**config.mk**
```make
export PLATFORM = sky130hd
export DESIGN_NAME = red_pitaya_dfilt1_ctrl
export DESIGN_NICKNAME = d
export VERILOG_FILES = /design/src/rtl/red_pitaya_dfilt_pkg.sv /design/src/rtl/red_pitaya_dfilt1_coef_bank.sv /design/src/rtl/red_pitaya_dfilt1_ctrl.sv
export SDC_FILE = /design/constraint.sdc
export NUM_CORES = 1
export LEC_CHECK = 0
export ABC_AREA = 1
export CAP_MARGIN = 20
export CORE_MARGIN = 1.5
export CORE_UTILIZATION = 46
export DETAILED_ROUTE_END_ITERATION = 7
export GPL_TIMING_DRIVEN = 0
export PLACE_DENSITY = 0.7
export SLEW_MARGIN = 20
export SYNTH_ARGS = -nofsm -noshare
export SYNTH_HDL_FRONTEND = slang
export SYNTH_HIERARCHICAL = 1
export SYNTH_SLANG_ARGS = --single-unit
```
**constraint.sdc**
```tcl
create_clock -name adc_clk_i -period 5.1 [get_ports adc_clk_i]
set_input_delay 0.51 -clock adc_clk_i [delete_from_list [all_inputs] [get_ports adc_clk_i]]
set_output_delay 0.51 -clock adc_clk_i [all_outputs]
set_load 0.02 [all_outputs]
```
**src/rtl/red_pitaya_dfilt_pkg.sv**
```systemverilog
// Shared definitions for the dfilt1 coefficient/flush controller.
package red_pitaya_dfilt_pkg;

  localparam int unsigned AaW   = 18;
  localparam int unsigned CoefW = 25;
  localparam int unsigned CntW  = 16;

  typedef enum logic [1:0] {
    StFlush  = 2'd0,
    StSettle = 2'd1,
    StRun    = 2'd2
  } dfilt_state_e;

  typedef enum logic [1:0] {
    SelAa = 2'd0,
    SelBb = 2'd1,
    SelKk = 2'd2,
    SelPp = 2'd3
  } dfilt_sel_e;

endpackage

```
**src/rtl/red_pitaya_dfilt1_coef_bank.sv**
```systemverilog
// Shadow and active coefficient registers; commit copies shadow to active.
module red_pitaya_dfilt1_coef_bank
  import red_pitaya_dfilt_pkg::*;
#(
  parameter logic [AaW-1:0]   AA_DEF = 18'h0,
  parameter logic [CoefW-1:0] BB_DEF = 25'h0,
  parameter logic [CoefW-1:0] KK_DEF = 25'hFFFFFF,
  parameter logic [CoefW-1:0] PP_DEF = 25'h0
) (
  input  logic                    clk_i,
  input  logic                    rst_ni,
  input  logic                    wr_en_i,
  input  logic [1:0]              wr_sel_i,
  input  logic signed [CoefW-1:0] wr_dat_i,
  input  logic                    commit_i,
  output logic [AaW-1:0]          cfg_aa_o,
  output logic [CoefW-1:0]        cfg_bb_o,
  output logic [CoefW-1:0]        cfg_kk_o,
  output logic [CoefW-1:0]        cfg_pp_o
);

  logic [AaW-1:0]   sh_aa_q, sh_aa_d, act_aa_q, act_aa_d;
  logic [CoefW-1:0] sh_bb_q, sh_bb_d, act_bb_q, act_bb_d;
  logic [CoefW-1:0] sh_kk_q, sh_kk_d, act_kk_q, act_kk_d;
  logic [CoefW-1:0] sh_pp_q, sh_pp_d, act_pp_q, act_pp_d;

  // Shadow update; active set takes the post-write shadow so a same-cycle write is committed.
  always_comb begin
    sh_aa_d = sh_aa_q;
    sh_bb_d = sh_bb_q;
    sh_kk_d = sh_kk_q;
    sh_pp_d = sh_pp_q;
    if (wr_en_i) begin
      unique case (dfilt_sel_e'(wr_sel_i))
        SelAa: sh_aa_d = wr_dat_i[AaW-1:0];
        SelBb: sh_bb_d = wr_dat_i;
        SelKk: sh_kk_d = wr_dat_i;
        SelPp: sh_pp_d = wr_dat_i;
      endcase
    end
    act_aa_d = commit_i ? sh_aa_d : act_aa_q;
    act_bb_d = commit_i ? sh_bb_d : act_bb_q;
    act_kk_d = commit_i ? sh_kk_d : act_kk_q;
    act_pp_d = commit_i ? sh_pp_d : act_pp_q;
  end

  // Shadow and active registers, both restored to defaults on reset.
  always_ff @(posedge clk_i or negedge rst_ni) begin
    if (!rst_ni) begin
      sh_aa_q  <= AA_DEF;
      sh_bb_q  <= BB_DEF;
      sh_kk_q  <= KK_DEF;
      sh_pp_q  <= PP_DEF;
      act_aa_q <= AA_DEF;
      act_bb_q <= BB_DEF;
      act_kk_q <= KK_DEF;
      act_pp_q <= PP_DEF;
    end else begin
      sh_aa_q  <= sh_aa_d;
      sh_bb_q  <= sh_bb_d;
      sh_kk_q  <= sh_kk_d;
      sh_pp_q  <= sh_pp_d;
      act_aa_q <= act_aa_d;
      act_bb_q <= act_bb_d;
      act_kk_q <= act_kk_d;
      act_pp_q <= act_pp_d;
    end
  end

  assign cfg_aa_o = act_aa_q;
  assign cfg_bb_o = act_bb_q;
  assign cfg_kk_o = act_kk_q;
  assign cfg_pp_o = act_pp_q;

endmodule

```
**src/rtl/red_pitaya_dfilt1_ctrl.sv**
```systemverilog
// Coefficient commit controller for dfilt1: applies a shadow set, flushes the
// filter pipeline, waits for it to settle, then passes samples through.
// adc_rstn_i is expected to be released synchronously to adc_clk_i upstream.
module red_pitaya_dfilt1_ctrl
  import red_pitaya_dfilt_pkg::*;
#(
  parameter int unsigned      DW        = 14,
  parameter int unsigned      FLUSH_LEN = 4,
  parameter logic [AaW-1:0]   AA_DEF    = 18'h0,
  parameter logic [CoefW-1:0] BB_DEF    = 25'h0,
  parameter logic [CoefW-1:0] KK_DEF    = 25'hFFFFFF,
  parameter logic [CoefW-1:0] PP_DEF    = 25'h0
) (
  input  logic                    adc_clk_i,
  input  logic                    adc_rstn_i,
  input  logic                    wr_en_i,
  input  logic [1:0]              wr_sel_i,
  input  logic signed [CoefW-1:0] wr_dat_i,
  input  logic                    commit_i,
  input  logic [CntW-1:0]         cfg_settle_i,
  input  logic signed [DW-1:0]    filt_dat_i,
  output logic [AaW-1:0]          cfg_aa_o,
  output logic [CoefW-1:0]        cfg_bb_o,
  output logic [CoefW-1:0]        cfg_kk_o,
  output logic [CoefW-1:0]        cfg_pp_o,
  output logic                    filt_rstn_o,
  output logic signed [DW-1:0]    dat_o,
  output logic                    dat_vld_o,
  output logic                    busy_o,
  output logic                    commit_ack_o
);

  localparam logic [CntW-1:0] FlushLast = CntW'(FLUSH_LEN - 1);

  dfilt_state_e          state_q, state_d;
  logic [CntW-1:0]       cnt_q, cnt_d, cnt_inc;
  logic [CntW-1:0]       settle_q, settle_d;
  logic                  frst_q, frst_d;
  logic signed [DW-1:0]  dat_q, dat_d;
  logic                  vld_q, vld_d;
  logic                  ack_q;

  red_pitaya_dfilt1_coef_bank #(
    .AA_DEF (AA_DEF),
    .BB_DEF (BB_DEF),
    .KK_DEF (KK_DEF),
    .PP_DEF (PP_DEF)
  ) u_coef_bank (
    .clk_i    (adc_clk_i),
    .rst_ni   (adc_rstn_i),
    .wr_en_i  (wr_en_i),
    .wr_sel_i (wr_sel_i),
    .wr_dat_i (wr_dat_i),
    .commit_i (commit_i),
    .cfg_aa_o (cfg_aa_o),
    .cfg_bb_o (cfg_bb_o),
    .cfg_kk_o (cfg_kk_o),
    .cfg_pp_o (cfg_pp_o)
  );

  // Saturating increment: the counter never wraps.
  assign cnt_inc = (cnt_q == '1) ? cnt_q : cnt_q + CntW'(1);

  // Next-state: FLUSH for FLUSH_LEN cycles, SETTLE for the length latched on FLUSH exit.
  always_comb begin
    state_d  = state_q;
    cnt_d    = cnt_q;
    settle_d = settle_q;
    unique case (state_q)
      StFlush: begin
        if (cnt_q == FlushLast) begin
          cnt_d    = '0;
          settle_d = cfg_settle_i;
          state_d  = (cfg_settle_i == '0) ? StRun : StSettle;
        end else begin
          cnt_d = cnt_inc;
        end
      end
      StSettle: begin
        if (cnt_q == settle_q - CntW'(1)) begin
          cnt_d   = '0;
          state_d = StRun;
        end else begin
          cnt_d = cnt_inc;
        end
      end
      StRun: begin
        cnt_d = '0;
      end
      default: begin
        state_d = StFlush;
        cnt_d   = '0;
      end
    endcase
    // A commit always wins and restarts the flush; nothing is queued.
    if (commit_i) begin
      state_d = StFlush;
      cnt_d   = '0;
    end
  end

  // Output next-values: filter clear follows the next state, sample gate follows RUN.
  always_comb begin
    frst_d = (state_d != StFlush);
    vld_d  = (state_q == StRun) && !commit_i;
    dat_d  = vld_d ? filt_dat_i : dat_q;
  end

  // State, counter and output registers.
  always_ff @(posedge adc_clk_i or negedge adc_rstn_i) begin
    if (!adc_rstn_i) begin
      state_q  <= StFlush;
      cnt_q    <= '0;
      settle_q <= '0;
      frst_q   <= 1'b0;
      dat_q    <= '0;
      vld_q    <= 1'b0;
      ack_q    <= 1'b0;
    end else begin
      state_q  <= state_d;
      cnt_q    <= cnt_d;
      settle_q <= settle_d;
      frst_q   <= frst_d;
      dat_q    <= dat_d;
      vld_q    <= vld_d;
      ack_q    <= commit_i;
    end
  end

  assign filt_rstn_o  = frst_q;
  assign dat_o        = dat_q;
  assign dat_vld_o    = vld_q;
  assign busy_o       = (state_q != StRun);
  assign commit_ack_o = ack_q;

endmodule

```
; ---- Word-level counts from Yosys, hierarchy flattened
; Index checks and enable logic that the tools add are counted.
[totals]
regBits = 237
inputBits = 61
output_inout_bits = 111
wordCells = 51
[classes]
addsub = 2
eq_ne = 9
muxes = 18
n_reduce_logical = 7
[op_table]
columns = operator, n
row1 = 25-bit 2-to-1 mux, 6
row2 = 16-bit 2-to-1 mux, 4
row3 = 18-bit 2-to-1 mux, 2
row4 = 16-bit one-hot mux with 2 select lines, 1
row5 = "16-bit by 1-bit adder with 16-bit output, second input constant", 1
row6 = 16-bit equality test, 1
row7 = "16-bit equality test, second input constant", 1
row8 = "16-bit by 2-bit equality test with 1-bit output, second input constant", 1
row9 = 16-bit logical NOT, 1
row10 = "16-bit by 1-bit subtractor with 16-bit output, second input constant", 1
row11 = 2-bit 2-to-1 mux, 4
row12 = "2-bit equality test, second input constant", 3
row13 = 2-bit one-hot mux with 3 select lines, 1
row14 = "2-bit by 1-bit equality test with 1-bit output, second input constant", 2
row15 = 2-bit logical NOT, 2
row16 = "2-bit != test, second input constant", 1
row17 = 2-bit AND reduction, 1
row18 = 2-bit nonzero test, 1
row19 = 1-bit logical AND, 1
row20 = 1-bit logical NOT, 1

; ---- Logic depth before layout (Yosys ltp)
; Gate-level depths: netlist of run 1.
[logic_depth]
word_depth = 6
depth_mapped = 17
ltp_nobuf = 17

; ---- Cells and area by module
; The synthesis of run 1 kept the hierarchy.
[modules_own_cells]
columns = module, n_inst, cells_per_inst, area_per_inst_um2, seq_area_each_um2
row1 = red_pitaya_dfilt1_coef_bank, 1, 920, 8025.2, 4714.5
row2 = red_pitaya_dfilt1_ctrl, 1, 489, 3428.3, 1276.2

; ---- Worst setup path before layout of run 1
; No wires, ideal clock.
[synth_timing]
path_type = reg-to-reg
start = register settle_q[0]
end = register cnt_q[12]
setup_ns = 0.147
arrival_time_ns = 1.780
required_ns = 4.953
setup_slack_ns = 3.172
path_stages_with_launch = 15
path_buffers = 1
synth_period_minus_slack_ns = 1.928
cell_sequence = dfrtp_1 inv_1 ha_1 nand2_2 nor2_4 nand2_1 nand2_1 nand2_2 nor2_2 nand2_1 nor2_2 nand2_4 buf_8 nand3_2 a21oi_2
[synth_between]
elab_chain_cells = 5
[synth_rtl]
columns = item, line
row1 = start: declaration, red_pitaya_dfilt1_ctrl.sv:37  ; logic [CntW-1:0] settle_q, settle_d;
row2 = start signal: assignment, red_pitaya_dfilt1_ctrl.sv:122  ; settle_q <= settle_d;
row3 = 16-bit by 1-bit subtractor with 16-bit output, red_pitaya_dfilt1_ctrl.sv:80  ; if (cnt_q == settle_q - CntW'(1)) begin
row4 = 16-bit equality test, red_pitaya_dfilt1_ctrl.sv:80
row5 = 16-bit 2-to-1 mux, red_pitaya_dfilt1_ctrl.sv:80
row6 = 16-bit one-hot mux with 2 select lines, red_pitaya_dfilt1_ctrl.sv:69  ; unique case (state_q)
row7 = 16-bit 2-to-1 mux, red_pitaya_dfilt1_ctrl.sv:96  ; if (commit_i) begin
row8 = named net cnt_d[12], red_pitaya_dfilt1_ctrl.sv:36  ; logic [CntW-1:0] cnt_q, cnt_d, cnt_inc;
row9 = end signal: assignment, red_pitaya_dfilt1_ctrl.sv:121  ; cnt_q <= cnt_d;
row10 = end: declaration, red_pitaya_dfilt1_ctrl.sv:36
; The timed path passes the listed nets, and every way through them passes these cells.
; A chain may end at the register's enable or synchronous reset.

; ---- Worst setup path in the final report of run 1
[layout_timing]
start = register state_q[1]
end = output port busy_o
[layout_between]
elab_chain_cells = 1
[layout_rtl]
columns = item, line
row1 = start: declaration, red_pitaya_dfilt1_ctrl.sv:35  ; dfilt_state_e state_q, state_d;
row2 = start signal: assignment, red_pitaya_dfilt1_ctrl.sv:112  ; state_q <= StFlush;
row3 = start signal: assignment, red_pitaya_dfilt1_ctrl.sv:120  ; state_q <= state_d;
row4 = 2-bit != test, red_pitaya_dfilt1_ctrl.sv:133  ; assign busy_o = (state_q != StRun);
row5 = end: declaration, red_pitaya_dfilt1_ctrl.sv:29  ; output logic busy_o,
; Every way passes these cells.

==> results of run 1 <==
## synthesized netlist by cell type, types with 10 or more instances
library cell,number
a21oi_2,10
and2_1,94
buf_2,27
clkbuf_1,17
dfrtp_1,189
dfstp_2,48
inv_1,176
nand2_1,485
nand3_1,170
nand3_2,13
nand4_1,36
nor2_1,41
o21ai_0,13
xnor2_1,10
## layer usage
layer / track usage [%] / up-vias / share of wire, %
met1: 32.62 / 4554 / 46
met5: 0 / - / 0
li1: - / 4777 / -
met3: 4.029 / 50 / 6.5
met4: 6.650 / 0 / 2.6
met2: 36.62 / 299 / 45
## timing repair
action,4_1_cts,5_1_grt
endpoints found under the hold margin,45,0
buffers inserted,0,0
hold buffers,1,0
## final timing paths
path                                                      start                              endpoint  slack (ns)  cells after the start
setup / recovery                           state_q[1]$_DFF_PN0_                                busy_o        2.83                      4
hold / removal                                      wr_sel_i[0]     u_coef_bank/sh_kk_q[19]$_DFF_PN1_        0.46                      4
setup reg to reg                        settle_q[0]$_DFFE_PN0P_                   cnt_q[12]$_DFF_PN0_        2.86                     14
hold reg to reg            u_coef_bank/cfg_kk_o[20]$_DFFE_PN1P_  u_coef_bank/cfg_kk_o[20]$_DFFE_PN1P_        0.47                      2
max in group asynchronous                            adc_rstn_i   u_coef_bank/cfg_kk_o[7]$_DFFE_PN1P_        3.35                      4
min in group asynchronous                            adc_rstn_i  u_coef_bank/cfg_pp_o[23]$_DFFE_PN0P_        0.50                      2
## power groups by stage
stage               sequential (mW)  clock, mW  combinational [mW]
floorplan                      2.57          0               0.866
global placement               2.46          0                1.54
detailed placement             2.46          0                1.57
CTS                            2.44       1.98                1.58
global route                   2.48       2.05                1.77
finish                         2.44       1.93                1.58
## worst min-delay path: cells and delay by family
kind / cells / cell delay, ns
AND/OR/NAND/NOR: 3 / 0.31
buffers and inverters: 1 / 0.16
## final cells by class
cell class / instances / area (µm²)
clock buffers: 41 / 808.3
repair buffers: 173 / 1772
clock inverters: 9 / 90.09
well taps: 324 / 405.4
multi-input cells: 932 / 4482
inverters: 179 / 671.9
plain buffers: 61 / 309.0
flip-flops and latches: 237 / 5991
fillers: 2177 / 9862
## kinds of logic (layout without fill, tap and decap cells)
| group | after synthesis | in the layout | share of synthesized area (%) |
|---|---|---|---|
| buf+inv | 240 | 463 | 8.564 |
| xor+xnor | 19 | 19 | 1.453 |
| compound gates | 33 | 33 | 1.792 |
| fa+ha+maj | 2 | 2 | 0.2184 |
| flops | 237 | 237 | 52.31 |
| simple gates | 878 | 878 | 35.67 |
## metrics by stage
step | cells | TNS [ns] | instance area [µm²] | hold WS, ns | utilization [%]
global placement | 1903 | -1426.26 | 13560 | 0.4514 | 55.60
global route | 1956 | 0 | 14530 | 0.4758 | 59.57
floorplan | 1409 | 0 | 11450 | 0.2144 | -
detailed placement | 1905 | 0 | 13620 | 0.4567 | 55.84
finish | 1956 | 0 | 14530 | 0.4635 | 59.57
CTS | 1956 | 0 | 14530 | 0.4495 | 59.57
## flip-flops by register name (all words and copies together), names as in the netlist
name,flops
u_coef_bank/cfg_bb_o,25
u_coef_bank/cfg_kk_o,25
u_coef_bank/cfg_pp_o,25
u_coef_bank/sh_bb_q,25
u_coef_bank/sh_kk_q,25
u_coef_bank/sh_pp_q,25
u_coef_bank/cfg_aa_o,18
u_coef_bank/sh_aa_q,18
cnt_q,16
settle_q,16
dat_o,14
state_q,2
commit_ack_o,1
dat_vld_o,1
filt_rstn_o,1
==> results.py, run 1 <==
metrics = {
    "sta": {
        "rsz0062_at_grt": "false",
        "hold_viol_final": 0,
        "fin_crit_ns": 2.266,
        "worst_slack_ns": 2.834,
        "setup_viol": 0,
        "tightest_slew_ns": 0.7448,
        "slew_headroom_pct": 50.34,
        "fmax_mhz": 441.2,
        "clock_skew_ns": 0.009334,
        "drv_slew": 0,
        "period_share_pct": 44.44,
    },
    "pwr": {
        "internal_power_mw": 4.029,
        "power_frac_clock_pct": 32.5,
        "power_frac_seq_pct": 41.0,
        "power_frac_comb_pct": 26.5,
        "switching_share_pct": 32.20,
        "leakage_nw": 7.213,
        "ir_drop_v": 0.0002936,
        "p_per_area_nw_per_um2": 409.0,
        "finalPower_mw": 5.943,
        "p_switching_mw": 1.914,
    },
    "critical_path": {
        "crit_path_start_kind": "register",
        "path_buf_inv": 3,
        "crit_top_cell": "inv_1",
        "crit_type": "register to output port",
        "worstPathMaxFanout": 3,
        "critPathCaptureType": "output port",
        "worst_path_dominant_cell_family": "buffers and inverters",
        "crit_slowest_cell": "clkdlybuf4s50_1",
        "crit_arrival_ns": 1.76,
        "slowest_delay_ns": 0.61,
        "path_cells": "inv_1 -> nor2_1 -> inv_1 -> clkdlybuf4s50_1",
        "required_ns": 4.59,
    },
    "clock_network": {
        "root_buffer": "clkbuf_16",
        "clkSinkCount": 237,
        "cts_resized": 0,
        "clock_path_buffers": 3,
        "tritoncts": "built",
        "path_clk_slew_ns": 0.06,
        "insertion_delay_ns": 0.54,
        "htree_levels": 1,
        "numCtsBuffers": 27,
    },
    "floorplanning": {
        "die_h_um": 160.8,
        "rows": 57,
        "start_util_pct": 46.96,
        "io_pins": 172,
        "chipWidth_um": 160.8,
        "core_area_um2": 24390,
        "die_area_um2": 25860,
    },
    "synthesis": {
        "ys_seq_area_share_pct": 52.31,
        "syn_inst": 1409,
        "avgSynthCellArea_um2": 8.129,
        "ys_async_sr_fraction_pct": 100.0,
        "synth-edff-count": 0,
        "synthTopCellsByArea": "dfrtp_1, nand2_1, dfstp_2",
        "synth-seq-cells": 237,
        "synth_ff_type": "dfrtp_1",
        "ys_types": 37,
        "syn-num-nets": 1472,
        "netlist_area_um2": 11450,
        "yosysWarnings": 6,
        "netlist.area_leader.share_pct": 41.29,
        "synth_area_leader_cell": "dfrtp_1",
    },
    "final_layout": {
        "nets": 1674,
        "drive_above_1_share_pct": 10.78,
        "n_antenna_cell": 0,
        "final_cell_mix": "nand2_1, dfrtp_1, inv_1, nand3_1, clkdlybuf4s50_1",
        "final_common_cell": "nand2_1",
        "area_growth_pct": 26.85,
    },
    "placement": {
        "place_ws_ns": 2.413,
        "dp_hpwl_mm": 21.10,
        "io_buffers": 170,
        "place_congestion": 0.8493,
    },
    "detailed_routing": {
        "wl_per_cell_um": 15.11,
        "num_vias": 9680,
        "viasPerCell": 4.949,
        "drtPass1Iterations": 8,
        "drt_iter0_drc": 687,
        "drc": 0,
        "ant_nets": 0,
        "wl_mm": 29.56,
    },
    "global_routing": {
        "grt_pass1_wl_mm": 48.07,
        "gr-usage-all-layers_pct": 23.10,
        "antenna_found_initial": 0,
        "grt_max_degree": 96,
        "grt_pass1_vias": 9465,
        "grt-ovfl-total": 0,
    },
    "run_status": {
        "outcome": "complete, no violations",
    },
    "worst_hold_path": {
        "hold_path.class": "primary input to register",
    },
    "run": {
        "maxCapViolations": 0,
    },
}
No activity file was read; power rests on OpenSTA's default activity.
==> inputs of run 2 (changes only) <==
Settings changed: PLACE_DENSITY 0.7 to 0.72.
Clock period 5.1 ns to 2.08 ns, I/O delays scaled along.
==> results.py, run 2 (same netlist as run 1, synthesis figures left out) <==
metrics = {
    "run_status": {
        "outcome": "complete, no violations",
    },
    "sta": {
        "hold_viol_final": 0,
        "setup_viol": 0,
        "period_share_pct": 95.58,
        "fin_crit_ns": 1.988,
        "slew_headroom_pct": 52.35,
        "clock_skew_ns": 0.01263,
        "finalSetupTns_ns": 0,
        "rsz0062_at_grt": "true",
        "drv_slew": 0,
        "tightest_slew_ns": 0.7147,
        "fmax_mhz": 503.0,
        "whs_ns": 0.1617,
    },
    "critical_path": {
        "worstPathMaxFanout": 3,
        "crit_path_start_kind": "register",
        "crit_type": "register to output port",
        "crit_arrival_ns": 1.78,
        "critPathCaptureType": "output port",
        "path_cells": "inv_1 -> nor2_1 -> inv_1 -> clkdlybuf4s50_1",
        "crit_top_cell": "inv_1",
        "worst_path_dominant_cell_family": "buffers and inverters",
        "required_ns": 1.87,
        "crit_slowest_cell": "clkdlybuf4s50_1",
        "path_buf_inv": 3,
        "slowest_delay_ns": 0.61,
    },
    "detailed_routing": {
        "wl_met2_mm": 13.53,
        "met3_length_mm": 2.072,
        "wl_mm": 29.96,
        "drt_iter0_drc": 615,
        "drtPass1Iterations": 5,
        "ant_nets": 0,
        "wl_per_cell_um": 15.30,
        "viasPerCell": 4.986,
        "wl_met1_mm": 13.61,
        "drc": 0,
        "num_vias": 9762,
        "highest_layer": "met4",
    },
    "run": {
        "maxCapViolations": 0,
    },
    "global_routing": {
        "antenna_found_initial": 0,
        "grt-ovfl-total": 0,
        "gr-usage-all-layers_pct": 23.32,
        "grt_pass1_vias": 9685,
        "grt_pass1_wl_mm": 48.62,
        "grt_max_degree": 98,
    },
    "final_layout": {
        "design_area_um2": 14700,
        "utilization_pct": 60.26,
        "area_growth_pct": 28.34,
        "drive_above_1_share_pct": 11.87,
        "n_fill_cell": 2140,
        "final_cell_mix": "nand2_1, dfrtp_1, inv_1, nand3_1, clkdlybuf4s50_1",
        "n_antenna_cell": 0,
        "final_common_cell": "nand2_1",
        "nets": 1677,
    },
    "floorplanning": {
        "chipWidth_um": 160.8,
        "core_area_um2": 24390,
        "die_h_um": 160.8,
        "io_pins": 172,
        "die_area_um2": 25860,
        "start_util_pct": 46.96,
        "rows": 57,
    },
    "clock_network": {
        "path_clk_slew_ns": 0.06,
        "clock_path_buffers": 3,
        "numCtsBuffers": 26,
        "insertion_delay_ns": 0.54,
        "clkSinkCount": 237,
        "root_buffer": "clkbuf_16",
        "htree_levels": 1,
        "tritoncts": "built",
    },
    "placement": {
        "placed_area_um2": 13620,
        "io_buffers": 170,
        "place_congestion": 0.8601,
        "dp_hpwl_mm": 21.24,
    },
    "pwr": {
        "ir_drop_v": 0.0006599,
        "finalPower_mw": 15.18,
        "leakage_nw": 7.264,
        "p_per_area_nw_per_um2": 1033,
    },
    "worst_hold_path": {
        "hold_path.class": "primary input to register",
    },
}
[run 2: cell type report]
type | count | area [µm²] | share of cell area, %
buffer | 61 | 314.1 | 2.137
clock buffer | 34 | 721.9 | 4.911
clock inverter | 14 | 240.2 | 1.634
inverter | 179 | 671.9 | 4.571
multi-input combinational | 932 | 4544 | 30.92
sequential | 237 | 5996 | 40.79
tap | 324 | 405.4 | 2.758
timing repair buffer | 177 | 1805 | 12.28
[run 2: power by group]
part	switching, mW	internal [mW]	total, mW	leakage (nW)
clock	1.91	3.20	5.11	0.465
sequential	0.532	5.49	6.02	2.71
combinational	2.37	1.68	4.05	4.09
[run 2: final timing paths]
| kind | slack (ns) | to | from | depth (start not counted) |
|---|---|---|---|---|
| max in group asynchronous | 0.97 | settle_q[6]$_DFFE_PN0P_ | adc_rstn_i | 3 |
| min | 0.16 | u_coef_bank/cfg_kk_o[24]$_DFFE_PN0P_ | wr_sel_i[0] | 5 |
| max reg2reg | 0.11 | cnt_q[7]$_DFF_PN0_ | settle_q[3]$_DFFE_PN0P_ | 13 |
| min reg2reg | 0.47 | u_coef_bank/cfg_kk_o[19]$_DFFE_PN1P_ | u_coef_bank/cfg_kk_o[19]$_DFFE_PN1P_ | 2 |
| max | 0.09 | busy_o | state_q[1]$_DFF_PN0_ | 4 |
| min in group asynchronous | 0.22 | u_coef_bank/cfg_pp_o[22]$_DFFE_PN0P_ | adc_rstn_i | 2 |
[run 2: what timing repair did]
action                                  in CTS  in global routing
hold buffers                                 1                  0
endpoints found under the hold margin       48                  0
gates resized for setup                      3                 21
pin swaps                                    3                  6
setup buffers                                1                  3
endpoints found under the setup margin      19                 19
[run 2: per-stage QoR]
step	worst slack, ns	std cells
global placement	-9.278	1903
CTS	0.009646	1955
finish	0.09201	1958
global route	-0.008008	1958
floorplan	0.1524	1409
detailed placement	-0.2184	1905
[run 2: worst min-delay path: stages]
cell	delay [ns]
buf_4	0.15
nor2_2	0.12
nand2_1	0.08
nand3_1	0.06
nand2_1	0.05
[run 2: metal layers]
| layer | track usage (%) | up-vias |
|---|---|---|
| met5 | 0 | - |
| met4 | 7.618 | 0 |
| met3 | 4.520 | 51 |
| met2 | 37.13 | 302 |
| met1 | 32.18 | 4629 |
| li1 | - | 4780 |
